--- src/rtl/cpu_defs_pkg.sv ---
// Shared CPU datapath definitions: datapath width, the Booth multiplier
// state encoding and the radix-4 Booth digit encoding.
package cpu_defs_pkg;

  // Native datapath width of the CPU (register Y, bus, HI, LO).
  localparam int CPU_WIDTH = 32;

  // Sequencer states of the Booth multiplier.
  typedef enum logic [1:0] {
    ST_IDLE = 2'd0,
    ST_CALC = 2'd1,
    ST_FIN  = 2'd2
  } booth_state_e;

  // One radix-4 Booth digit in sign/magnitude form:
  // the value is (neg ? -1 : +1) * (two ? 2 : (one ? 1 : 0)).
  typedef struct packed {
    logic neg;
    logic one;
    logic two;
  } booth_digit_t;

endpackage

--- src/rtl/booth_r4_encoder.sv ---
// Radix-4 Booth recoder: maps a 3-bit multiplier window {b[2i+1], b[2i], b[2i-1]}
// to a digit in {-2, -1, 0, +1, +2}, given as sign plus one-hot magnitude.
module booth_r4_encoder (
  input  logic [2:0] bits,
  output logic       neg,
  output logic       one,
  output logic       two
);

  // Digit value is -2*bits[2] + bits[1] + bits[0]; 3'b111 is zero, so it is
  // reported as positive to avoid a pointless negate of zero.
  always_comb begin
    one = bits[1] ^ bits[0];
    two = (bits[2] & ~bits[1] & ~bits[0]) | (~bits[2] & bits[1] & bits[0]);
    neg = bits[2] & ~(bits[1] & bits[0]);
  end

endmodule

--- src/rtl/booth_mul_seq.sv ---
// Sequential radix-4 Booth multiplier producing the 2*WIDTH-bit product
// for Z (result_hi -> Zhigh/HI, result_lo -> Zlow/LO).
// Optional build macro: BOOTH_UNSIGNED_EN adds the mul_unsigned input and an
// extra iteration for zero-extended (unsigned) operands.
//
// Handshake: start is sampled on each rising edge and is accepted only in
// IDLE or FIN (never while busy). busy is high for exactly the iterating
// cycles; done is a one-cycle pulse in the cycle after the last iteration,
// and result_hi/result_lo are valid from that cycle until the next final
// iteration. busy and done are decoded from distinct states, so they are
// never high together. Operands are sampled only on the accept edge.
module booth_mul_seq
  import cpu_defs_pkg::*;
#(
  parameter int WIDTH = CPU_WIDTH
) (
  input  logic             clock,
  input  logic             clear,
  input  logic             start,
`ifdef BOOTH_UNSIGNED_EN
  input  logic             mul_unsigned,
`endif
  input  logic [WIDTH-1:0] multiplicand,
  input  logic [WIDTH-1:0] multiplier,
  output logic             busy,
  output logic             done,
  output logic [WIDTH-1:0] result_hi,
  output logic [WIDTH-1:0] result_lo
);

  localparam int HALF = WIDTH / 2;
  // Upper (partial product) field: two guard bits so +/-2A never overflows.
  localparam int UW   = WIDTH + 2;
`ifdef BOOTH_UNSIGNED_EN
  // Multiplier field carries two extension bits so unsigned operands get one
  // more digit window covering the zero-extended MSB.
  localparam int BW   = WIDTH + 2;
`else
  localparam int BW   = WIDTH;
`endif
  localparam int AW   = UW + BW + 1;
  localparam int CW   = $clog2(HALF + 2);

  booth_state_e     r_state;
  booth_state_e     w_state_nxt;
  logic [UW-1:0]    r_a;
  logic [AW-1:0]    r_acc;
  logic [CW-1:0]    r_cnt;
  logic [WIDTH-1:0] r_res_hi;
  logic [WIDTH-1:0] r_res_lo;

  logic             w_accept;
  logic             w_last;
  logic [CW-1:0]    w_last_cnt;
  logic [UW-1:0]    w_a_ext;
  logic [BW-1:0]    w_b_ext;
  booth_digit_t     w_digit;
  logic [UW-1:0]    w_upper;
  logic [UW-1:0]    w_mag;
  logic [UW-1:0]    w_upper_sum;
  logic [AW-1:0]    w_acc_sum;
  logic [AW-1:0]    w_acc_nxt;
  logic [2*WIDTH-1:0] w_product;

  // Operand extension and per-operation step count.
`ifdef BOOTH_UNSIGNED_EN
  logic r_uns;
  logic w_sx_a;
  logic w_sx_b;

  assign w_sx_a     = ~mul_unsigned & multiplicand[WIDTH-1];
  assign w_sx_b     = ~mul_unsigned & multiplier[WIDTH-1];
  assign w_a_ext    = {{2{w_sx_a}}, multiplicand};
  assign w_b_ext    = {{2{w_sx_b}}, multiplier};
  assign w_last_cnt = r_uns ? CW'(HALF) : CW'(HALF - 1);
`else
  assign w_a_ext    = {{2{multiplicand[WIDTH-1]}}, multiplicand};
  assign w_b_ext    = multiplier;
  assign w_last_cnt = CW'(HALF - 1);
`endif

  assign w_accept = start && ((r_state == ST_IDLE) || (r_state == ST_FIN));
  assign w_last   = (r_cnt == w_last_cnt);

  booth_r4_encoder u_enc (
    .bits (r_acc[2:0]),
    .neg  (w_digit.neg),
    .one  (w_digit.one),
    .two  (w_digit.two)
  );

  // One Booth step: add d*A into the upper field, then arithmetic shift by 2.
  assign w_upper     = r_acc[AW-1 -: UW];
  assign w_mag       = w_digit.two ? {r_a[UW-2:0], 1'b0} :
                       (w_digit.one ? r_a : '0);
  assign w_upper_sum = w_digit.neg ? (w_upper - w_mag) : (w_upper + w_mag);
  assign w_acc_sum   = {w_upper_sum, r_acc[BW:0]};
  assign w_acc_nxt   = $signed(w_acc_sum) >>> 2;

  // Product position depends on how far the accumulator has been shifted:
  // WIDTH/2 steps leave it at bit (BW-WIDTH)+1, WIDTH/2+1 steps at bit 1.
`ifdef BOOTH_UNSIGNED_EN
  assign w_product = r_uns ? w_acc_nxt[2*WIDTH:1] : w_acc_nxt[2*WIDTH+2:3];
`else
  assign w_product = w_acc_nxt[2*WIDTH:1];
`endif

  // State register.
  always_ff @(posedge clock or negedge clear) begin
    if (!clear) r_state <= ST_IDLE;
    else        r_state <= w_state_nxt;
  end

  // Next-state logic; start during CALC is ignored.
  always_comb begin
    w_state_nxt = r_state;
    case (r_state)
      ST_IDLE: if (start) w_state_nxt = ST_CALC;
      ST_CALC: if (w_last) w_state_nxt = ST_FIN;
      ST_FIN:  w_state_nxt = start ? ST_CALC : ST_IDLE;
      default: w_state_nxt = ST_IDLE;
    endcase
  end

  // Datapath: capture operands on accept, iterate in CALC, latch the product
  // on the final iteration. Results persist across later accepts.
  always_ff @(posedge clock or negedge clear) begin
    if (!clear) begin
      r_a      <= '0;
      r_acc    <= '0;
      r_cnt    <= '0;
      r_res_hi <= '0;
      r_res_lo <= '0;
`ifdef BOOTH_UNSIGNED_EN
      r_uns    <= 1'b0;
`endif
    end else if (w_accept) begin
      r_a   <= w_a_ext;
      r_acc <= {{UW{1'b0}}, w_b_ext, 1'b0};
      r_cnt <= '0;
`ifdef BOOTH_UNSIGNED_EN
      r_uns <= mul_unsigned;
`endif
    end else if (r_state == ST_CALC) begin
      r_acc <= w_acc_nxt;
      r_cnt <= r_cnt + CW'(1);
      if (w_last) begin
        r_res_hi <= w_product[2*WIDTH-1:WIDTH];
        r_res_lo <= w_product[WIDTH-1:0];
      end
    end
  end

  assign busy      = (r_state == ST_CALC);
  assign done      = (r_state == ST_FIN);
  assign result_hi = r_res_hi;
  assign result_lo = r_res_lo;

endmodule

--- config.mk ---
export PLATFORM = sky130hd
export DESIGN_NAME = booth_mul_seq
export DESIGN_NICKNAME = d
export VERILOG_FILES = /design/src/rtl/cpu_defs_pkg.sv /design/src/rtl/booth_r4_encoder.sv /design/src/rtl/booth_mul_seq.sv
export SDC_FILE = /design/constraint.sdc
export NUM_CORES = 1
export LEC_CHECK = 0
export BUFFER_PORTS_ARGS = -buffer_cell sky130_fd_sc_hd__buf_2
export CAP_MARGIN = 20
export CORE_MARGIN = 1
export CORE_UTILIZATION = 60
export CTS_CLUSTER_SIZE = 16
export DETAILED_ROUTE_END_ITERATION = 10
export PLACE_DENSITY = 0.83
export SLEW_MARGIN = 20
export SYNTH_ARGS = -nofsm -noshare
export SYNTH_HDL_FRONTEND = slang
export SYNTH_SLANG_ARGS = --single-unit
--- constraint.sdc ---
create_clock -name clock -period 8.12 [get_ports clock]
set_clock_uncertainty 0.15 [all_clocks]
set_input_delay 0.406 -clock clock [delete_from_list [all_inputs] [get_ports clock]]
set_output_delay 0.406 -clock clock [all_outputs]
set_load 0.005 [all_outputs]
# After elaboration in Yosys (flattened, before gate mapping)
# Cells that the tools add are included.
# classes
bitwise,13
n_addsub,3
reduce_logical,6
muxes,11
eq_ne,5
# op_table
operator,n
2-to-1 mux 67 bit,2
2-to-1 mux 34 bit,3
adder 34 bit,1
subtractor 34 bit,1
2-to-1 mux 5 bit,2
bitwise AND 1 bit,6
case mux 2 bit (3 select lines),1
"adder 5 x 1 -> 5 bit, second input constant",1
"equality test 5 x 4 -> 1 bit, second input constant",1
inverter 1 bit,5
2-to-1 mux 2 bit,2
AND reduction 3 bit,1
"equality test 2 x 1 -> 1 bit, second input constant",1
"equality test 2 bit, second input constant",1
zero test 2 bit,1
"inequality test 2 x 1 -> 1 bit, second input constant",1
"inequality test 2 bit, second input constant",1
AND reduction 2 bit,1
nonzero test 2 bit,1
logical AND 1 bit,1
logical OR 1 bit,1
2-to-1 mux 1 bit,1
OR 1 bit,1
XOR 1 bit,1
# word_totals
input_bits,67
reg_bits,170

# Depth between registers and ports, before layout
# Gate-level depths: netlist of the first run.
# logic_depth
depth_word,9
mapped_depth,26

# Modules after synthesis
# From an unflattened synthesis of the first run, not the netlist that was laid out.
# hier_totals
hier_cells,1070
area_unflattened_um2,9678.0
# by_module_without_submodules
module,area_per_inst_um2,n_inst,cells_each,seq_area_each_um2
booth_mul_seq,9636.7,1,1065,4204.0
booth_r4_encoder,41.3,1,5,0.0

# Least setup slack after synthesis of the first run
# OpenSTA, ideal clock, no wires.
# synth_path
kind,register -> register
from,register r_acc[0]
to,register r_acc[65]
setup_slack_ns,2.592
setup_ns,0.125
path_stages_with_launch,26
required_time_ns,7.845
arrival_time_ns,5.253
period_less_slack_ns,5.528
path_cell_list,dfrtp_1 > ha_1 > clkbuf_1 > buf_1 > clkbuf_1 > and3_1 > a21oi_1 > ha_1 > nand3_1 > o21bai_1 > nor4_1 > nor2b_1 > clkbuf_1 > nor2_1 > xor2_1 > ha_1 > clkbuf_1 > a21o_1 > a21oi_1 > o21ai_0 > o21ba_2 > o21ai_1 > a2111oi_0 > o21bai_1 > a31o_1 > mux2_4
# synth_via
elab_chain_cells,8
word_cells_on_any_way,15
classes_between,add/sub (2); mux (5); bitwise (8)
# synth_rtl
item,line_no,text
from (decl),booth_mul_seq.sv:47,logic [AW-1:0] r_acc;
from (signal assigned),booth_mul_seq.sv:139,"r_acc <= {{UW{1'b0}}, w_b_ext, 1'b0};"
from (signal assigned),booth_mul_seq.sv:145,r_acc <= w_acc_nxt;
inverter 1 bit,booth_r4_encoder.sv:14,two = (bits[2] & ~bits[1] & ~bits[0]) | (~bits[2] & bits[1] & bits[0]);
bitwise AND 1 bit,booth_r4_encoder.sv:14,
OR 1 bit,booth_r4_encoder.sv:14,
2-to-1 mux 34 bit,booth_mul_seq.sv:94,"assign w_mag = w_digit.two ? {r_a[UW-2:0], 1'b0} :"
adder 34 bit / subtractor 34 bit (equally long branches),booth_mul_seq.sv:96,assign w_upper_sum = w_digit.neg ? (w_upper - w_mag) : (w_upper + w_mag);
2-to-1 mux 34 bit (*),booth_mul_seq.sv:96,
2-to-1 mux 67 bit (*),booth_mul_seq.sv:144,end else if (r_state == ST_CALC) begin
2-to-1 mux 67 bit (*),booth_mul_seq.sv:137,end else if (w_accept) begin
# Mark *: on every way between the ends. The rest lies on a longest branch, timed or not. The select of a mux whose other input is x is not followed.
# A chain may end at the register's enable or synchronous reset.

# Worst setup path in the final report of the first run
# Same ends and word-level chain as after synthesis.

==> impl_metrics.yaml, run 1 <==
status:
  status: "complete, no violations"
worst_setup_path:
  rrSetupSlack_ns: 1.20
  critPathKind: "reg -> reg"
  critical_path_arrival_ns: 7.09
  r2r_start: "r_acc[0]"
  end_kind: "flop"
  required_ns: 8.29
  reg2reg_depth: 21
  cp_max_fo: 30
  cp-start-kind: "flop"
  timing.rr.end: "r_acc[65]"
final_layout:
  antenna_cells: 0
  final_common_cell: "nand2_1"
  drive_above_1_share: 0.1765
  fin_nets: 1351
  areaGrowthSynthToFinish_pct: 13.93
  fillCellCount: 1291
  final_cell_mix: "nand2_1 (285), dfrtp_1 (168), buf_2 (131)"
die:
  coreArea_sq_um: 16000
  start_util: 0.6197
  dieArea_sq_um: 17040
  ios: 133
  chipHeight_um: 130.6
  rows: 46
  die_w_um: 130.6
detailed_routing:
  vias: 8828
  routed_wl_mm: 24.90
  post-route-drc-count: 0
  post_drt_via_cell_ratio: 5.989
  first_pass_iters: 5
  drt_iter0_markers: 1116
  ant_nets: 0
  avgRoutedWirePerCell_um: 16.89
yosys:
  syn_nets: 1259
  ys_types: 74
  ys.flop_type: "dfrtp_1"
  ys_warn_count: 0
  ys_seq_area_frac: 0.4240
  syn_area_sq_um: 9916
  synthesis.instances: 1154
  ys_ff_latch: 168
  synth-edff-count: 0
  async_reset_ff_frac: 1.000
  synth_area_per_cell_sq_um: 8.593
cts:
  clockRootBuffer: "clkbuf_16"
  clkTransAtPathRegs_ns: 0.07
  cts_setup_buffers: 0
  clk_latency_ns: 0.43
  cts_buffers: 17
  holdBufCountCts: 0
  cts_buffer_depth: 2
  cts_resized: 0
  cts_tree: "done"
  h-tree-depth: 4
  cts_sinks: 168
timing:
  setup_violations: 0
  finalSetupTns_ns: 0
  finalCritPeriodShare: 0.8523
  max_slew_margin: 0.3331
  slew_viol_final: 0
  hold_viol: 0
  tightest_slew_ns: 1.000
  min_period_ns: 6.920
  timing.fmax_mhz: 144.5
  rsz0062_at_grt: "no"
global_routing:
  grtUsageMet2: 0.4563
  grt_max_degree: 112
  grt.total_usage: 0.3036
  globalRoute.totalOverflow: 0
  first_global_vias: 7972
  antenna_found_initial: 0
  busiest_layer: "met2"
  grt_pass1_wl_mm: 40.28
  met1_usage: 0.4431
  gr-usage-met3: 0.04805
min_path:
  hold_path_end: "r_a[10]"
  whs_path_depth: 3
  hold_path_class: "in -> reg"
  hold_start: "multiplicand[10]"
placed_design:
  gp_congestion: 0.9296
  portBuffers: 132
  dpl.hpwl_mm: 17.01
job:
  drv_cap: 0
Yosys cell counts, drive strengths merged (12+ instances only):
library cell  number  area share
nand2            286        0.11
a22oi             12       0.010
clkbuf            51       0.019
nor2b             14      0.0088
dfrtp            168        0.42
inv               19      0.0072
nor2              62       0.023
xor2              33       0.029
mux2              32       0.037
o21ai            106       0.054
nand3             15      0.0081
a21o              20       0.015
a21oi             65       0.033
ha                37       0.047
xnor2             26       0.023
a31oi             37       0.023
buf               19       0.012
and3              18       0.011
nand2b            12      0.0076
worst max-delay path, stage by stage, from the launching register on:
cell and delay [ns]:
dfrtp_1 0.93, nor2b_1 0.63, a22oi_4 0.31, and3_1 0.28, a21oi_1 0.16, ha_1 0.22
nand3_1 0.13, o21bai_1 0.24, nor4_1 0.38, nor2b_1 0.47, nor2_1 0.11, xor2_1 0.18
ha_1 0.41, a21o_1 0.24, a21oi_1 0.13, o21ai_0 0.08, o21ba_2 0.24, o21ai_1 0.09
a2111oi_0 0.73, o21bai_1 0.20, a31o_1 0.25, mux2_4 0.25
worst max-delay path by stage:
stage | startpoint | end | slack, ns | cells past startpoint
finish | r_acc[0] | r_acc[65] | 1.20 | 21
global route | r_acc[0] | r_acc[65] | 0.71 | 22
CTS | r_acc[0] | r_acc[65] | 1.35 | 21
detailed placement | r_acc[0] | r_acc[65] | 1.38 | 21
global placement | r_acc[0] | r_acc[65] | 1.63 | 21
floorplan | r_acc[0] | r_acc[65] | 2.59 | 25
metrics by stage:
step | setup slack, ns | std cells | hold slack, ns | area (sq um) | util
floorplan | 2.592 | 1154 | -0.03959 | 9916 | -
global placement | 1.631 | 1441 | 0.3072 | 10630 | 0.6643
detailed placement | 1.379 | 1441 | 0.3151 | 10630 | 0.6643
CTS | 1.351 | 1472 | 0.003149 | 11260 | 0.7037
global route | 0.7147 | 1474 | 0.005332 | 11300 | 0.7061
finish | 1.200 | 1474 | 0.007156 | 11300 | 0.7061
per-layer routing:
layer	part of all wire	vias to the layer above
met4	0.023	0
li1	-	4220
met1	0.46	4168
met3	0.065	52
met2	0.45	388
met5	0	-
area by class of cell:
type | instances | area, sq um | area share
inverter | 19 | 71.32 | 0.006313
timing repair buffer | 144 | 779.5 | 0.06900
sequential | 168 | 4204 | 0.3721
multi-input combinational | 896 | 5341 | 0.4728
clock buffer | 19 | 442.9 | 0.03921
clock inverter | 12 | 187.7 | 0.01661
tap | 216 | 270.3 | 0.02392
state kept, by name, summed over array words and instances (netlist names):
| name | count |
|---|---|
| r_a | 32 |
| r_cnt | 5 |
| result_hi | 32 |
| r_acc | 65 |
| result_lo | 32 |
| r_state | 2 |
cell families (layout without fill, tap and decap cells):
kind of cell | after synthesis | count (layout) | synth area share
AND/OR/NAND/NOR | 443 | 443 | 0.1917
AO/OA/AOI/OAI | 322 | 322 | 0.2039
flip-flops | 168 | 168 | 0.4240
buffers and inverters | 90 | 194 | 0.03962
XOR/XNOR | 60 | 60 | 0.05439
adder cells (fa/ha/maj) | 38 | 38 | 0.04871
multiplexers | 33 | 33 | 0.03773
Power of run 1 is left out: the tool's default activity adds up to more than one toggle a clock period on the data nets, which glitch-free logic cannot reach.
==> inputs of run 2 (changes only) <==
--- a/config.mk
+++ b/config.mk
@@ -17,2 +17,3 @@
 export SYNTH_HDL_FRONTEND = slang
 export SYNTH_SLANG_ARGS = --single-unit
+export TNS_END_PERCENT = 100
==> constraint.sdc (replaced) <==
create_clock -name clock -period 8.12 [get_ports clock]
set_clock_uncertainty 0.15 [all_clocks]
set_input_delay 1.218 -clock clock [delete_from_list [all_inputs] [get_ports clock]]
set_output_delay 1.218 -clock clock [all_outputs]
set_load 0.005 [all_outputs]
==> run 2 against run 1 <==
Flip-flop and latch count unchanged. Via count decreased by 0.65%. Clock-buffer cell count increased by 2. Worst hold slack improved by 0.32 ns. Critical endpoint unchanged. Fmax increased by 1.9%. Final area decreased by 0.78%. Routed wire length decreased by 2.3%. Critical path depth unchanged. Utilization decreased by 0.55 points. Register-to-register slack improved by 0.13 ns. Non-clock buffer count decreased by 2. First-iteration DRC count decreased by 3.0%.
==> impl_metrics.yaml, run 2 (synthesis results as in run 1) <==
status:
  status: "complete, no violations"
global_routing:
  antenna_found_initial: 0
  grt.total_usage: 0.3025
  first_global_vias: 8038
  grt_pass1_wl_mm: 40.08
  grt_max_degree: 101
  globalRoute.totalOverflow: 0
worst_setup_path:
  critical_path_arrival_ns: 6.96
  required_ns: 8.29
  critPathKind: "reg -> reg"
  cp_max_fo: 30
  cp-start-kind: "flop"
  end_kind: "flop"
timing:
  min_period_ns: 6.788
  finalCritPeriodShare: 0.8360
  finalSetupTns_ns: 0
  hold_viol: 0
  max_slew_margin: 0.3316
  rsz0062_at_grt: "no"
  slew_viol_final: 0
  tightest_slew_ns: 1.003
  setup_slack_ns: 1.332
  timing.fmax_mhz: 147.3
  setup_violations: 0
detailed_routing:
  drt_iter0_markers: 1082
  routed_wl_mm: 24.32
  first_pass_iters: 5
  vias: 8771
  post_drt_via_cell_ratio: 5.955
  ant_nets: 0
  avgRoutedWirePerCell_um: 16.51
  post-route-drc-count: 0
final_layout:
  regMostFlops: "r_acc"
  fillCellCount: 1286
  areaGrowthSynthToFinish_pct: 13.05
  antenna_cells: 0
  fin_nets: 1349
  drive_above_1_share: 0.1766
  final_common_cell: "nand2_1"
  largest_reg_flops: 65
  final_cell_mix: "nand2_1 (285), dfrtp_1 (168), buf_2 (131)"
die:
  rows: 46
  chipHeight_um: 130.6
  dieArea_sq_um: 17040
  ios: 133
  start_util: 0.6197
  die_w_um: 130.6
  coreArea_sq_um: 16000
placed_design:
  gp_congestion: 0.9182
  pre_cts_ws_ns: 1.374
  portBuffers: 132
  dpl.hpwl_mm: 17.04
cts:
  holdBufCountCts: 0
  cts_resized: 0
  cts_buffer_depth: 2
  cts_setup_buffers: 0
  clk_latency_ns: 0.43
  cts_buffers: 17
  cts_sinks: 168
  h-tree-depth: 4
  cts_tree: "done"
  clockRootBuffer: "clkbuf_16"
  clkTransAtPathRegs_ns: 0.07
job:
  drv_cap: 0
min_path:
  hold_path_class: "reg -> reg"
==> run 2: worst max-delay path: stages (launching register included) <==
cell,delay [ns]
dfrtp_1,0.90
nor2b_1,0.63
a22oi_4,0.32
and3_1,0.29
a21oi_1,0.16
ha_1,0.22
nand3_1,0.13
o21bai_1,0.24
nor4_1,0.37
nor2b_1,0.44
nor2_1,0.09
xor2_1,0.17
ha_1,0.39
a21o_1,0.24
a21oi_1,0.13
o21ai_0,0.08
o21ba_2,0.24
o21ai_1,0.08
a2111oi_0,0.68
o21bai_1,0.20
a31o_1,0.25
mux2_4,0.25
==> run 2: cell type report <==
class,count,area (sq um),area share
Clock inverter,11,110.1,0.009823
Sequential cell,168,4204,0.3750
Clock buffer,21,470.5,0.04197
Timing Repair Buffer,142,742.0,0.06619
Multi-Input combinational cell,896,5341,0.4765
Inverter,19,71.32,0.006362
Tap cell,216,270.3,0.02411
==> run 2: path summary, 6_finish.rpt <==
path                            depth (start not counted)  slack [ns]          start            end
min in group asynchronous                               1        0.71          clear  result_lo[10]
worst max register to register                         21        1.33       r_acc[0]      r_acc[65]
worst min-delay path                                    2        0.32  result_hi[15]  result_hi[15]
worst min register to register                          2        0.32  result_hi[15]  result_hi[15]
max in group asynchronous                               2        5.71          clear        r_a[29]
worst max-delay path                                   21        1.33       r_acc[0]      r_acc[65]
==> run 2: metal layers <==
metal  routed length [um]  track usage  part of all wire  up-vias
met3                 1385      0.04967             0.057       45
met1                11290       0.4358              0.46     4187
met4                  517       0.1095             0.021        0
met5                    0            0                 0        -
li1                     -            -                 -     4223
met2                11130       0.4616              0.46      316
==> run 2: metrics by stage <==
stage          utilization  instance area (sq um)  hold slack (ns)  cells
2_1_floorplan            -                   9916           0.2994   1154
3_3_place_gp        0.6643                  10630           0.3068   1441
3_5_place_dp        0.6643                  10630           0.3155   1441
4_1_cts             0.7006                  11210           0.3298   1473
5_1_grt             0.7006                  11210           0.3520   1473
6_report            0.7006                  11210           0.3226   1473
Power of run 2 is left out for the same reason.
==> inputs of run 3 (changes only) <==
- ABC_AREA: unset -> 1
- CORE_UTILIZATION: 60 -> 59
- PLACE_DENSITY: 0.83 -> 0.81
- clock period: 8.12 -> 6.9 ns (I/O delays scaled with it)
==> run 3 against run 2 <==
Sequential share of layout area decreased by 0.76 points. Worst hold slack gained 0.0052 ns. Flip-flop and latch count unchanged. Utilization shrank 1.3 points. Routed wire length up 6.8%. First-iteration DRC count down 17%. Synthesized area increased by 1.7%. Clock-buffer cell count decreased by 4. Largest cell class unchanged.
==> impl_metrics.yaml, run 3 <==
status:
  status: "complete, no violations"
detailed_routing:
  routed-wl-met3_mm: 1.681
  wl_met2_mm: 11.26
  drt_iter0_markers: 903
  routed_wl_mm: 25.98
  ant_nets: 0
  first_pass_iters: 6
  avgRoutedWirePerCell_um: 15.33
  top_layer_used: "met4"
  post_drt_via_cell_ratio: 5.522
  post-route-drc-count: 0
  wl_met1_mm: 12.46
  vias: 9359
die:
  ios: 133
  start_util: 0.6060
  dieArea_sq_um: 17620
  coreArea_sq_um: 16640
  die_w_um: 132.7
  rows: 47
  chipHeight_um: 132.7
global_routing:
  globalRoute.totalOverflow: 0
  first_global_vias: 8565
  grt_pass1_wl_mm: 42.91
  grt_max_degree: 113
  grt.total_usage: 0.3089
  antenna_found_initial: 0
placed_design:
  portBuffers: 132
  dpl.hpwl_mm: 18.77
  gp_congestion: 0.9174
  dpl_cell_area_sq_um: 10840
yosys:
  ys_warn_count: 0
  syn_nets: 1465
  synth_common_cells: "nand2_1 (459), dfrtp_1 (168), o21ai_0 (160)"
  synth-edff-count: 0
  yosysMostFrequentCell: "nand2_1"
  synth_area_leaders: "dfrtp_1 (42%), nand2_1 (17%), o21ai_0 (7.9%), ha_1 (4.6%), inv_1 (3.9%)"
  syn_area_sq_um: 10090
  ys_ff_latch: 168
  synth_area_per_cell_sq_um: 7.416
  async_reset_ff_frac: 1.000
  ys_seq_area_frac: 0.4168
  yosys.area.top_type_share: 0.4168
  synthesis.instances: 1360
  synth_top_area_cell: "dfrtp_1"
  ys_types: 44
  ys.flop_type: "dfrtp_1"
cts:
  holdBufCountCts: 0
  cts_setup_buffers: 0
  h-tree-depth: 4
  clockRootBuffer: "clkbuf_16"
  cts_sinks: 168
  cts_buffers: 17
  cts_buffer_depth: 2
  cts_tree: "done"
  clk_latency_ns: 0.44
  clkTransAtPathRegs_ns: 0.07
  cts_resized: 0
worst_setup_path:
  crit_top_cell: "nand2_1"
  slowest_delay_ns: 0.69
  end_kind: "flop"
  cp-start-kind: "flop"
  critPathKind: "reg -> reg"
  required_ns: 7.08
  cp_max_fo: 33
  critical_path_arrival_ns: 5.13
  crit_slowest_cell: "ha_1"
final_layout:
  antenna_cells: 0
  final_cell_mix: "nand2_1 (457), dfrtp_1 (168), o21ai_0 (160)"
  areaGrowthSynthToFinish_pct: 13.44
  largest_reg_flops: 65
  final_common_cell: "nand2_1"
  fin_nets: 1567
  finalInstanceArea_sq_um: 11440
  drive_above_1_share: 0.1390
  fillCellCount: 1430
  regMostFlops: "r_acc"
  final_core_util: 0.6875
timing:
  finalCritPeriodShare: 0.7179
  setup_violations: 0
  min_period_ns: 4.954
  slew_viol_final: 0
  whs_ns: 0.3277
  finalSetupTns_ns: 0
  timing.fmax_mhz: 201.9
  hold_viol: 0
  rsz0062_at_grt: "no"
  tightest_slew_ns: 1.034
  max_slew_margin: 0.3067
job:
  drv_cap: 0
min_path:
  hold_path_class: "reg -> reg"
[run 3: changes by cell type after synthesis, sizes merged, moves of 14 or more]
cell	delta
mux2	-32
nor2b	-14
a21oi	-20
and3	-18
nand3	+51
o21ai	+60
a31oi	-33
nor2	+27
nand3b	+32
nand2	+185
inv	+88
[run 3: worst max-delay path: cells and delay by family (launching register included)]
| kind | cells | cell delay [ns] |
|---|---|---|
| DFF | 1 | 0.43 |
| xor gates and xnor gates | 1 | 0.15 |
| AOI/OAI and AO/OA | 2 | 0.22 |
| adders and majority gates | 3 | 1.23 |
| buffers and inverters | 3 | 0.18 |
| and+or+nand+nor | 16 | 2.49 |
[run 3: layout make-up]
type                       instances  area (sq um)  area share
multi-input combinational       1028          5236      0.4577
clock inverter                    15         175.2     0.01531
tap                              220         275.3     0.02406
timing repair buffer             139         719.4     0.06288
inverter                         108         405.4     0.03543
sequential                       168          4204      0.3675
clock buffer                      17         425.4     0.03718
[run 3: cell families after synthesis]
| logic type | Yosys count | share of synthesized area |
|---|---|---|
| xor gates and xnor gates | 45 | 0.03908 |
| AOI/OAI and AO/OA | 253 | 0.1370 |
| buffers and inverters | 164 | 0.06500 |
| and+or+nand+nor | 692 | 0.2943 |
| DFF | 168 | 0.4168 |
| adders and majority gates | 38 | 0.04788 |
[run 3: worst paths after layout]
check	startpoint	cells after the start	slack, ns	to
setup reg to reg	r_acc[0]	25	1.95	result_hi[27]
max in group asynchronous	clear	2	4.60	r_acc[57]
hold reg to reg	result_hi[20]	2	0.33	result_hi[20]
setup / recovery	r_acc[0]	25	1.95	result_hi[27]
hold / removal	result_hi[20]	2	0.33	result_hi[20]
min in group asynchronous	clear	1	0.50	r_acc[13]
[run 3: layer usage]
layer  global-route usage  up-vias
met5                    0        -
met4               0.1022        0
met3              0.04483       51
met2               0.4602      353
met1               0.4620     4312
li1                     -     4643
[run 3: stage by stage]
step / cells / worst slack, ns
finish: 1695 / 1.946
global route: 1695 / 1.477
CTS: 1695 / 1.968
detailed placement: 1663 / 2.070
global placement: 1663 / 2.099
floorplan: 1360 / 2.867
Power of run 3 is left out for the same reason.
